<file path="config.mk">
export PLATFORM = sky130hd
export DESIGN_NAME = triad_scheduler_flat
export DESIGN_NICKNAME = d
export VERILOG_FILES = /design/src/rtl/triad_scheduler_pkg.sv /design/src/rtl/triad_scheduler_if.sv /design/src/rtl/triad_scheduler_rr_arbiter.sv /design/src/rtl/triad_scheduler.sv /design/src/flat_wrapper.sv
export SDC_FILE = /design/constraint.sdc
export NUM_CORES = 1
export LEC_CHECK = 0
export CAP_MARGIN = 15
export CORE_AREA = 2 2 230 232
export DETAILED_ROUTE_END_ITERATION = 7
export DIE_AREA = 0 0 232 234
export SYNTH_ARGS = -nofsm -noshare
export SYNTH_HDL_FRONTEND = slang
export SYNTH_SLANG_ARGS = --single-unit
</file>
<file path="constraint.sdc">
create_clock -name clk_96MHz -period 5.4 [get_ports clk_96MHz]
set_clock_uncertainty 0.1 [all_clocks]
set_input_delay 0.81 -clock clk_96MHz [delete_from_list [all_inputs] [get_ports clk_96MHz]]
set_output_delay 0.81 -clock clk_96MHz [all_outputs]
set_load 0.02 [all_outputs]
</file>
<file path="src/rtl/triad_scheduler_pkg.sv">
// Shared types and constants for the triad scheduler slice.
package triad_scheduler_pkg;

    localparam int ITER_W_DEF = 102;
    localparam int TS_W_DEF   = 24;
    localparam int DROP_W     = 8;
    localparam int ID_W       = 3;

    typedef enum logic [1:0] {
        ST_IDLE     = 2'd0,
        ST_SEND     = 2'd1,
        ST_RELEASE  = 2'd2,
        ST_WAIT_CLR = 2'd3
    } sched_state_t;

    // Saturating increment for the drop counter.
    function automatic logic [DROP_W-1:0] sat_inc(input logic [DROP_W-1:0] v);
        return (&v) ? v : v + DROP_W'(1);
    endfunction

endpackage

</file>
<file path="src/rtl/triad_scheduler_if.sv">
// Valid/ready frame channel from the scheduler to the host-link transmitter.
interface triad_scheduler_if
    import triad_scheduler_pkg::*;
#(
    parameter int ITER_W = ITER_W_DEF,
    parameter int TS_W   = TS_W_DEF
);
    logic              out_valid;
    logic              out_ready;
    logic [ITER_W-1:0] out_data;
    logic [ID_W-1:0]   out_triad_id;
    logic [TS_W-1:0]   out_ts;

    modport master (
        output out_valid, out_data, out_triad_id, out_ts,
        input  out_ready
    );

    modport slave (
        input  out_valid, out_data, out_triad_id, out_ts,
        output out_ready
    );
endinterface

</file>
<file path="src/rtl/triad_scheduler_rr_arbiter.sv">
// Combinational round-robin search: the first request after 'last', wrapping.
module rr_arbiter #(
    parameter int N = 4
) (
    input  logic [N-1:0] req,
    input  logic [2:0]   last,
    output logic [2:0]   grant,
    output logic         any_req
);
    logic found;

    // Walk offsets last+1 .. last+N and keep the first requester seen.
    always_comb begin
        grant = '0;
        found = 1'b0;
        for (int k = 1; k <= N; k++) begin
            for (int j = 0; j < N; j++) begin
                if (!found && req[j] && (j == (int'(last) + k) % N)) begin
                    grant = 3'(j);
                    found = 1'b1;
                end
            end
        end
    end

    assign any_req = |req;
endmodule

</file>
<file path="src/rtl/triad_scheduler.sv">
// Shares one output channel between N triad_managers, round-robin.
//
// state       | meaning
// ------------+-----------------------------------------------------------
// ST_IDLE     | waiting for any data_avl; grants, latches frame, starts send
// ST_SEND     | out_valid held; leaves on handshake or send timeout (drop)
// ST_RELEASE  | one-cycle reset_parser pulse to the served triad
// ST_WAIT_CLR | wait for that triad's data_avl to fall, bounded by timeout
module triad_scheduler
    import triad_scheduler_pkg::*;
#(
    parameter int N_TRIADS     = 4,
    parameter int ITER_W       = ITER_W_DEF,
    parameter int TS_W         = TS_W_DEF,
    parameter int SEND_TIMEOUT = 9600,
    parameter int CLR_TIMEOUT  = 16
) (
    input  logic                       clk_96MHz,
    input  logic                       reset_n,
    input  logic [TS_W-1:0]            sys_ts,
    input  logic [N_TRIADS-1:0]        triad_data_avl,
    input  logic [N_TRIADS*ITER_W-1:0] triad_iterations,
    output logic [N_TRIADS-1:0]        reset_parser,
    triad_scheduler_if.master          out_if,
    output logic [DROP_W-1:0]          drop_count,
    output logic                       busy
);
    localparam int TMR_MAX = (SEND_TIMEOUT > CLR_TIMEOUT) ? SEND_TIMEOUT : CLR_TIMEOUT;
    localparam int TMR_W   = $clog2(TMR_MAX + 1);
    localparam logic [TMR_W-1:0] SEND_LOAD = TMR_W'(SEND_TIMEOUT - 1);
    localparam logic [TMR_W-1:0] CLR_LOAD  = TMR_W'(CLR_TIMEOUT - 1);

    sched_state_t          state;
    logic [2:0]            rr_ptr;
    logic [TMR_W-1:0]      tmr;
    logic [2:0]            grant;
    logic                  any_req;
    logic [ITER_W-1:0]     grant_data;
    logic [N_TRIADS-1:0]   id_onehot;
    logic                  cur_avl;

    rr_arbiter #(.N(N_TRIADS)) u_arb (
        .req     (triad_data_avl),
        .last    (rr_ptr),
        .grant   (grant),
        .any_req (any_req)
    );

    // Mux the granted word and decode the latched id without wide variable indexing.
    always_comb begin
        id_onehot  = '0;
        grant_data = '0;
        for (int i = 0; i < N_TRIADS; i++) begin
            id_onehot[i] = (out_if.out_triad_id == 3'(i));
            if (grant == 3'(i)) begin
                grant_data = triad_iterations[i*ITER_W +: ITER_W];
            end
        end
    end

    assign cur_avl = |(triad_data_avl & id_onehot);

    // Scheduler FSM; timer is a down-counter reused by SEND and WAIT_CLR.
    always_ff @(posedge clk_96MHz or negedge reset_n) begin
        if (!reset_n) begin
            state               <= ST_IDLE;
            rr_ptr              <= '0;
            tmr                 <= '0;
            reset_parser        <= '0;
            out_if.out_valid    <= 1'b0;
            out_if.out_data     <= '0;
            out_if.out_triad_id <= '0;
            out_if.out_ts       <= '0;
            drop_count          <= '0;
            busy                <= 1'b0;
        end else begin
            reset_parser <= '0;
            case (state)
                ST_IDLE: begin
                    if (any_req) begin
                        out_if.out_valid    <= 1'b1;
                        out_if.out_data     <= grant_data;
                        out_if.out_triad_id <= grant;
                        out_if.out_ts       <= sys_ts;
                        rr_ptr              <= grant;
                        tmr                 <= SEND_LOAD;
                        busy                <= 1'b1;
                        state               <= ST_SEND;
                    end
                end
                ST_SEND: begin
                    // Handshake takes priority over a coincident timeout.
                    if (out_if.out_ready) begin
                        out_if.out_valid <= 1'b0;
                        reset_parser     <= id_onehot;
                        state            <= ST_RELEASE;
                    end else if (tmr == '0) begin
                        out_if.out_valid <= 1'b0;
                        reset_parser     <= id_onehot;
                        drop_count       <= sat_inc(drop_count);
                        state            <= ST_RELEASE;
                    end else begin
                        tmr <= tmr - TMR_W'(1);
                    end
                end
                ST_RELEASE: begin
                    tmr   <= CLR_LOAD;
                    state <= ST_WAIT_CLR;
                end
                ST_WAIT_CLR: begin
                    if (!cur_avl || tmr == '0) begin
                        busy  <= 1'b0;
                        state <= ST_IDLE;
                    end else begin
                        tmr <= tmr - TMR_W'(1);
                    end
                end
                default: begin
                    busy  <= 1'b0;
                    state <= ST_IDLE;
                end
            endcase
        end
    end
endmodule

</file>
<file path="src/flat_wrapper.sv">
// flat-port wrapper written by rule: the top's interface ports become plain ports
module triad_scheduler_flat import triad_scheduler_pkg::*;
#(
    parameter int N_TRIADS     = 4,
    parameter int ITER_W       = ITER_W_DEF,
    parameter int TS_W         = TS_W_DEF,
    parameter int SEND_TIMEOUT = 9600,
    parameter int CLR_TIMEOUT  = 16
)
  (clk_96MHz, reset_n, sys_ts, triad_data_avl, triad_iterations, reset_parser, drop_count, busy, out_if_out_valid, out_if_out_data, out_if_out_triad_id, out_if_out_ts, out_if_out_ready);
  triad_scheduler_if #(.ITER_W(ITER_W), .TS_W(TS_W)) out_if_i ();
  input  logic clk_96MHz;
  input  logic reset_n;
  input  logic [TS_W-1:0] sys_ts;
  input  logic [N_TRIADS-1:0] triad_data_avl;
  input  logic [N_TRIADS*ITER_W-1:0] triad_iterations;
  output logic [N_TRIADS-1:0] reset_parser;
  output logic [DROP_W-1:0] drop_count;
  output logic busy;
  output wire logic [$bits(out_if_i.out_valid)-1:0] out_if_out_valid;
  output wire logic [$bits(out_if_i.out_data)-1:0] out_if_out_data;
  output wire logic [$bits(out_if_i.out_triad_id)-1:0] out_if_out_triad_id;
  output wire logic [$bits(out_if_i.out_ts)-1:0] out_if_out_ts;
  input wire logic [$bits(out_if_i.out_ready)-1:0] out_if_out_ready;
  assign out_if_out_valid = out_if_i.out_valid;
  assign out_if_out_data = out_if_i.out_data;
  assign out_if_out_triad_id = out_if_i.out_triad_id;
  assign out_if_out_ts = out_if_i.out_ts;
  assign out_if_i.out_ready = out_if_out_ready;
  triad_scheduler #(.N_TRIADS(N_TRIADS), .ITER_W(ITER_W), .TS_W(TS_W), .SEND_TIMEOUT(SEND_TIMEOUT), .CLR_TIMEOUT(CLR_TIMEOUT)) u_core (.clk_96MHz(clk_96MHz), .reset_n(reset_n), .sys_ts(sys_ts), .triad_data_avl(triad_data_avl), .triad_iterations(triad_iterations), .reset_parser(reset_parser), .out_if(out_if_i), .drop_count(drop_count), .busy(busy));
endmodule
</file>
* Word-level counts from Yosys, hierarchy flattened *
Index checks and enable logic that the tools add are counted.

storage, ports and cells
  bits in registers = 159
  output and inout port bits = 143
  bits of input ports = 439
  logic and storage cells = 173

operators by class
  bitwise operators = 7
  mux-type cells = 53
  $add $sub $neg = 6
  reductions and logical operators = 71
  eq/ne operators = 27

operator list
  cell                                                                  count
  102-bit two-way mux                                                   4
  32-bit logical NOT                                                    4
  14-bit two-way mux                                                    4
  14-bit one-hot mux with 4 select lines                                1
  3-bit two-way mux                                                     14
  1-bit logical AND                                                     31
  3-bit == test, first input constant                                   8
  1-bit two-way mux                                                     20
  1-bit logical NOT                                                     16
  14-bit logical NOT                                                    1
  14-bit by 1-bit subtractor with 14-bit output, second input constant  1
  2-bit by 3-bit == test with 1-bit output, first input constant        4
  3-bit by 2-bit == test with 1-bit output, second input constant       4
  4-bit two-way mux                                                     3
  3-bit AND reduction                                                   3
  8-bit by 1-bit adder with 8-bit output, second input constant         1
  2-bit two-way mux                                                     4
  2-bit one-hot mux with 4 select lines                                 1
  4-bit AND reduction                                                   2
  8-bit AND reduction                                                   1
  2-bit OR reduction                                                    4
  4-bit OR reduction                                                    2
  3-bit by 1-bit == test with 1-bit output, second input constant       2
  3-bit logical NOT                                                     2
  other kinds (15)                                                      27

* Logic depth before layout (Yosys ltp) *
  word-level depth = 71
  gate-level depth with buffers = 9
  mapped depth without buffers = 7

* By module *
A second synthesis with hierarchy kept.

unflattened totals
  cell total of the unflattened synthesis = 600
  area, all modules = 8,705.8 µm²

modules (own cells, without submodules)
  module           cells an instance  area an instance (µm²)  seq. area each (µm²)  times used
  triad_scheduler  584                8,615.8                 3,978.8               1
  rr_arbiter       16                 90.1                    0.0                   1

* Least setup slack after synthesis *
OpenSTA, ideal clock, no wires.

  path kind = input-to-reg
  start = input triad_data_avl[3]
  end = register u_core.tmr[13]
  data required time = 5.176 ns
  path slack = 3.086 ns
  stages = 7
  arrival time = 2.090 ns
  setup time = 0.124 ns
  path buffers = 2
  path through = buf_4 -> mux4_2 -> inv_2 -> o21ai_2 -> buf_6 -> and3_1 -> a211o_1

between the ends
  word-level cells in the longest chain between the ends = 6
  elaborated cells between the ends (all ways) = 8
  classes of those cells = eq/ne: 2; bitwise: 1; reduce/logical: 5

RTL lines
  element                                 RTL line                source
  start, declared                         flat_wrapper.sv:15      input logic [N_TRIADS-1:0] triad_data_avl;
  4-bit AND                               triad_scheduler.sv:61   assign cur_avl = |(triad_data_avl & id_onehot);
  4-bit OR reduction                      triad_scheduler.sv:61
  1-bit logical NOT                       triad_scheduler.sv:111  if (!cur_avl || tmr == '0) begin
  1-bit logical OR                        triad_scheduler.sv:111
  2-bit != test (no source line)          -
  4-bit AND reduction (no source line) *  -
  end signal, assigned                    triad_scheduler.sv:103  tmr <= tmr - TMR_W'(1);
  end signal, assigned                    triad_scheduler.sv:115  tmr <= tmr - TMR_W'(1);
  end, declared                           triad_scheduler.sv:35   logic [TMR_W-1:0] tmr;

Mark *: on every way between the ends. The rest lies on a longest branch, timed or not.
A chain may end at the register's enable or synchronous reset.

* Final worst setup path *
  start = register u_core.state[0]
  end = register u_core.out_if.out_data[100]

between the ends
  word-level cells in the longest chain between the ends = 2

RTL lines
  element                               RTL line                  source
  start, declared                       triad_scheduler.sv:33     sched_state_t state;
  start signal, assigned                triad_scheduler.sv:66     state <= ST_IDLE;
  start signal, assigned                triad_scheduler.sv:88     state <= ST_SEND;
  start signal, assigned                triad_scheduler.sv:96     state <= ST_RELEASE;
  2-bit logical NOT                     triad_scheduler.sv:78     case (state)
  2-bit AND reduction (no source line)  -
  end signal, assigned                  triad_scheduler.sv:82     out_if.out_data <= grant_data;
  end, declared                         triad_scheduler_if.sv:15  output out_valid, out_data, out_triad_id, out_ts,

Every way passes these cells.

==> flow_summary.json <==
{
  "maxCapViolCount": 0,
  "rsz0062_at_grt": "no",
  "register_area_mm2": 0.003954,
  "cts_sinks": 158,
  "end_kind": "register",
  "drive_gt1_frac": 0.1142,
  "via_count": 10340,
  "coreArea_mm2": 0.05202,
  "finalHoldViolations": 0,
  "ys_ff_latch": 158,
  "start_util": 0.1867,
  "synth-main-ff-cell": "dfrtp_1",
  "root_buffer": "clkbuf_16",
  "fmax_mhz": 304.6,
  "regToRegStartpoint": "u_core.state[0]",
  "htree_levels": 4,
  "dp_hpwl_mm": 35.01,
  "final_cell_mix": "clkdlybuf4s50_1 (579), nand2_1 (190), dfrtp_1 (158), o21ai_0 (60), o22ai_1 (56)",
  "syn_nets": 1458,
  "grt_pass1_vias": 10520,
  "start_kind": "register",
  "final_common_cell": "clkdlybuf4s50_1",
  "tightest_slew_ns": 1.089,
  "seq_area_frac_synth": 0.4070,
  "grt_use_total": 0.1662,
  "multi_input_area_mm2": 0.005206,
  "wire_per_inst_um": 20.66,
  "io_pins": 582,
  "drc": 0,
  "wl_mm": 46.07,
  "hp-class": "primary input to async pin",
  "die_h_um": 234,
  "status": "completed",
  "cts-resized-gates": 0,
  "grt_pass1_wl_mm": 66.79,
  "r2r-end": "u_core.out_if.out_data[100]",
  "slew_headroom": 0.2724,
  "ys_types": 71,
  "nFillCells": 5390,
  "cts.path.max_buffers": 2,
  "maxSlewViolCount": 0,
  "die_w_um": 232,
  "drt-vias-per-instance": 4.636,
  "io_buffers": 580,
  "critical_path_class": "register to register",
  "clock_latency_ns": 0.48,
  "synthCells": 1013,
  "areaGrowthSynthToFinish_pct": 71.19,
  "gp_congestion": 0.8580,
  "antenna_found_initial": 6,
  "postCtsSetupBuffers": 0,
  "die_area_mm2": 0.05429,
  "worstPathMaxFanout": 35,
  "ir_worst_vdd_mv": 0.3442,
  "nNetsFinal": 1973,
  "dr.pass1.iters": 4,
  "tritoncts": "built",
  "startpoint": "u_core.state[0]",
  "hold_buffers": 0,
  "synthArstFlopShare": 1.000,
  "r2r_cells": 6,
  "period_minus_slack_ns": 3.284,
  "drt_iter0_markers": 497,
  "fin_crit_sh": 0.6081,
  "synth_edf_count": 0,
  "setup_viol": 0,
  "tns_ns": 0,
  "cp_data_required_time_ns": 5.69,
  "placed_cell_area_mm2": 0.01604,
  "grt_max_degree": 104,
  "regToRegSetupSlack_ns": 2.12,
  "final_antenna_net_count": 0,
  "numCtsBuffers": 17,
  "synth_area_per_cell_um2": 9.590,
  "crit_path_end": "u_core.out_if.out_data[100]",
  "pwr_density_cell_mw_per_mm2": 500.4,
  "path_clk_slew_ns": 0.07,
  "design_area_mm2": 0.01663,
  "leakage_uw": 0.006333,
  "synth_area_mm2": 0.009714,
  "yosysWarnings": 0,
  "grt_overflow_total": 0,
  "cp.arrival_ns": 3.58,
  "fp-row-count": 84
}
cell type report:
| type | count | share of cell area |
|---|---|---|
| Clock inverter | 14 | 0.009104 |
| Tap cell | 688 | 0.05176 |
| Timing Repair Buffer | 594 | 0.3593 |
| Multi-Input combinational cell | 746 | 0.3131 |
| Sequential cell | 158 | 0.2378 |
| Inverter | 11 | 0.002483 |
| Antenna cell | 1 | 0.0001505 |
| Clock buffer | 18 | 0.02641 |
power by group:
part           total [uW]  switching, uW  internal [uW]
clock network        1260            594            664
logic                4950           2820           2130
registers            2110            390           1720
stage by stage:
stage	cells	power, uW	hold slack, ns	setup WS (ns)	util
after floorplan	1013	5064	0.3869	3.086	-
after global placement	2197	7032	0.3568	1.809	0.3082
after detailed placement	2197	7123	0.3611	1.734	0.3082
after CTS	2229	8431	0.2992	2.105	0.3196
after global routing	2230	8892	0.3291	1.817	0.3196
final	2230	8322	0.2646	2.116	0.3196
Yosys cell counts, types with 3 or more instances:
cell	n	area, um2
buf_6	14	157.7
a2111oi_2	30	450.4
ha_1	6	75.07
inv_1	10	37.54
buf_2	22	110.1
o31ai_1	20	150.1
buf_4	12	90.09
nor3_2	5	50.05
nor3b_1	47	352.8
nand3_1	8	40.04
o21ai_0	60	300.3
and2_1	47	294.0
nor2_1	23	86.33
o31ai_2	38	475.5
a2111oi_0	17	148.9
nand2_1	192	720.7
dfrtp_1	158	3954
a21oi_1	10	50.05
a221oi_2	31	465.5
o21a_1	3	22.52
buf_1	3	11.26
a221oi_1	25	219.0
o22ai_1	56	350.3
nor3_1	15	75.07
xor2_1	6	52.55
a31oi_1	6	37.54
nand4_1	3	18.77
clkbuf_1	43	161.4
o21ai_1	47	235.2
critical path, cell delays in order, from the launching register on:
cell and delay, ns:
dfrtp_1 0.61, inv_1 0.29, ha_1 0.48, a21boi_4 0.93, buf_4 0.49, nor2_1 0.08
a211oi_1 0.21
metal layers:
metal / wire, um / up-vias / global-route usage
met1: 18310 / 4937 / 0.1895
met5: 40 / - / 0
met2: 22230 / 492 / 0.2855
met3: 4011 / 67 / 0.05581
met4: 1473 / 6 / 0.06651
li1: - / 4837 / -
flip-flops by register name, summed over array words and instances (netlist names):
name / cells
u_core.out_if.out_data: 102
u_core.out_if.out_ts: 24
u_core.tmr: 14
u_core.drop_count: 8
u_core.reset_parser: 4
u_core.out_if.out_triad_id: 2
u_core.state: 2
u_core.busy: 1
u_core.out_if.out_valid: 1
cells by family (layout without fill, tap and decap cells):
group                      count (synthesis)  in the layout  synth area share
AOI/OAI and AO/OA                        372            372            0.3281
adders and majority gates                  6              6          0.007728
other                                      1              2         0.0003860
xor gates and xnor gates                   7              7          0.006311
buffers and inverters                    109            637           0.06221
muxes                                      4              4          0.005796
DFF                                      158            158            0.4070
and+or+nand+nor                          356            356            0.1825
how the worst min path moves through the flow:
stage	to	slack, ns	start	depth (start not counted)
CTS	u_core.out_if.out_data[92]	0.30	reset_n	1
finish	u_core.out_if.out_data[77]	0.26	reset_n	1
global route	u_core.out_if.out_data[92]	0.33	reset_n	1
detailed placement	u_core.out_if.out_ts[4]	0.36	u_core.out_if.out_ts[4]	2
global placement	u_core.out_if.out_ts[0]	0.36	u_core.out_if.out_ts[0]	2
floorplan	u_core.tmr[9]	0.39	u_core.tmr[9]	2
No activity file was read; power rests on OpenSTA's default activity.
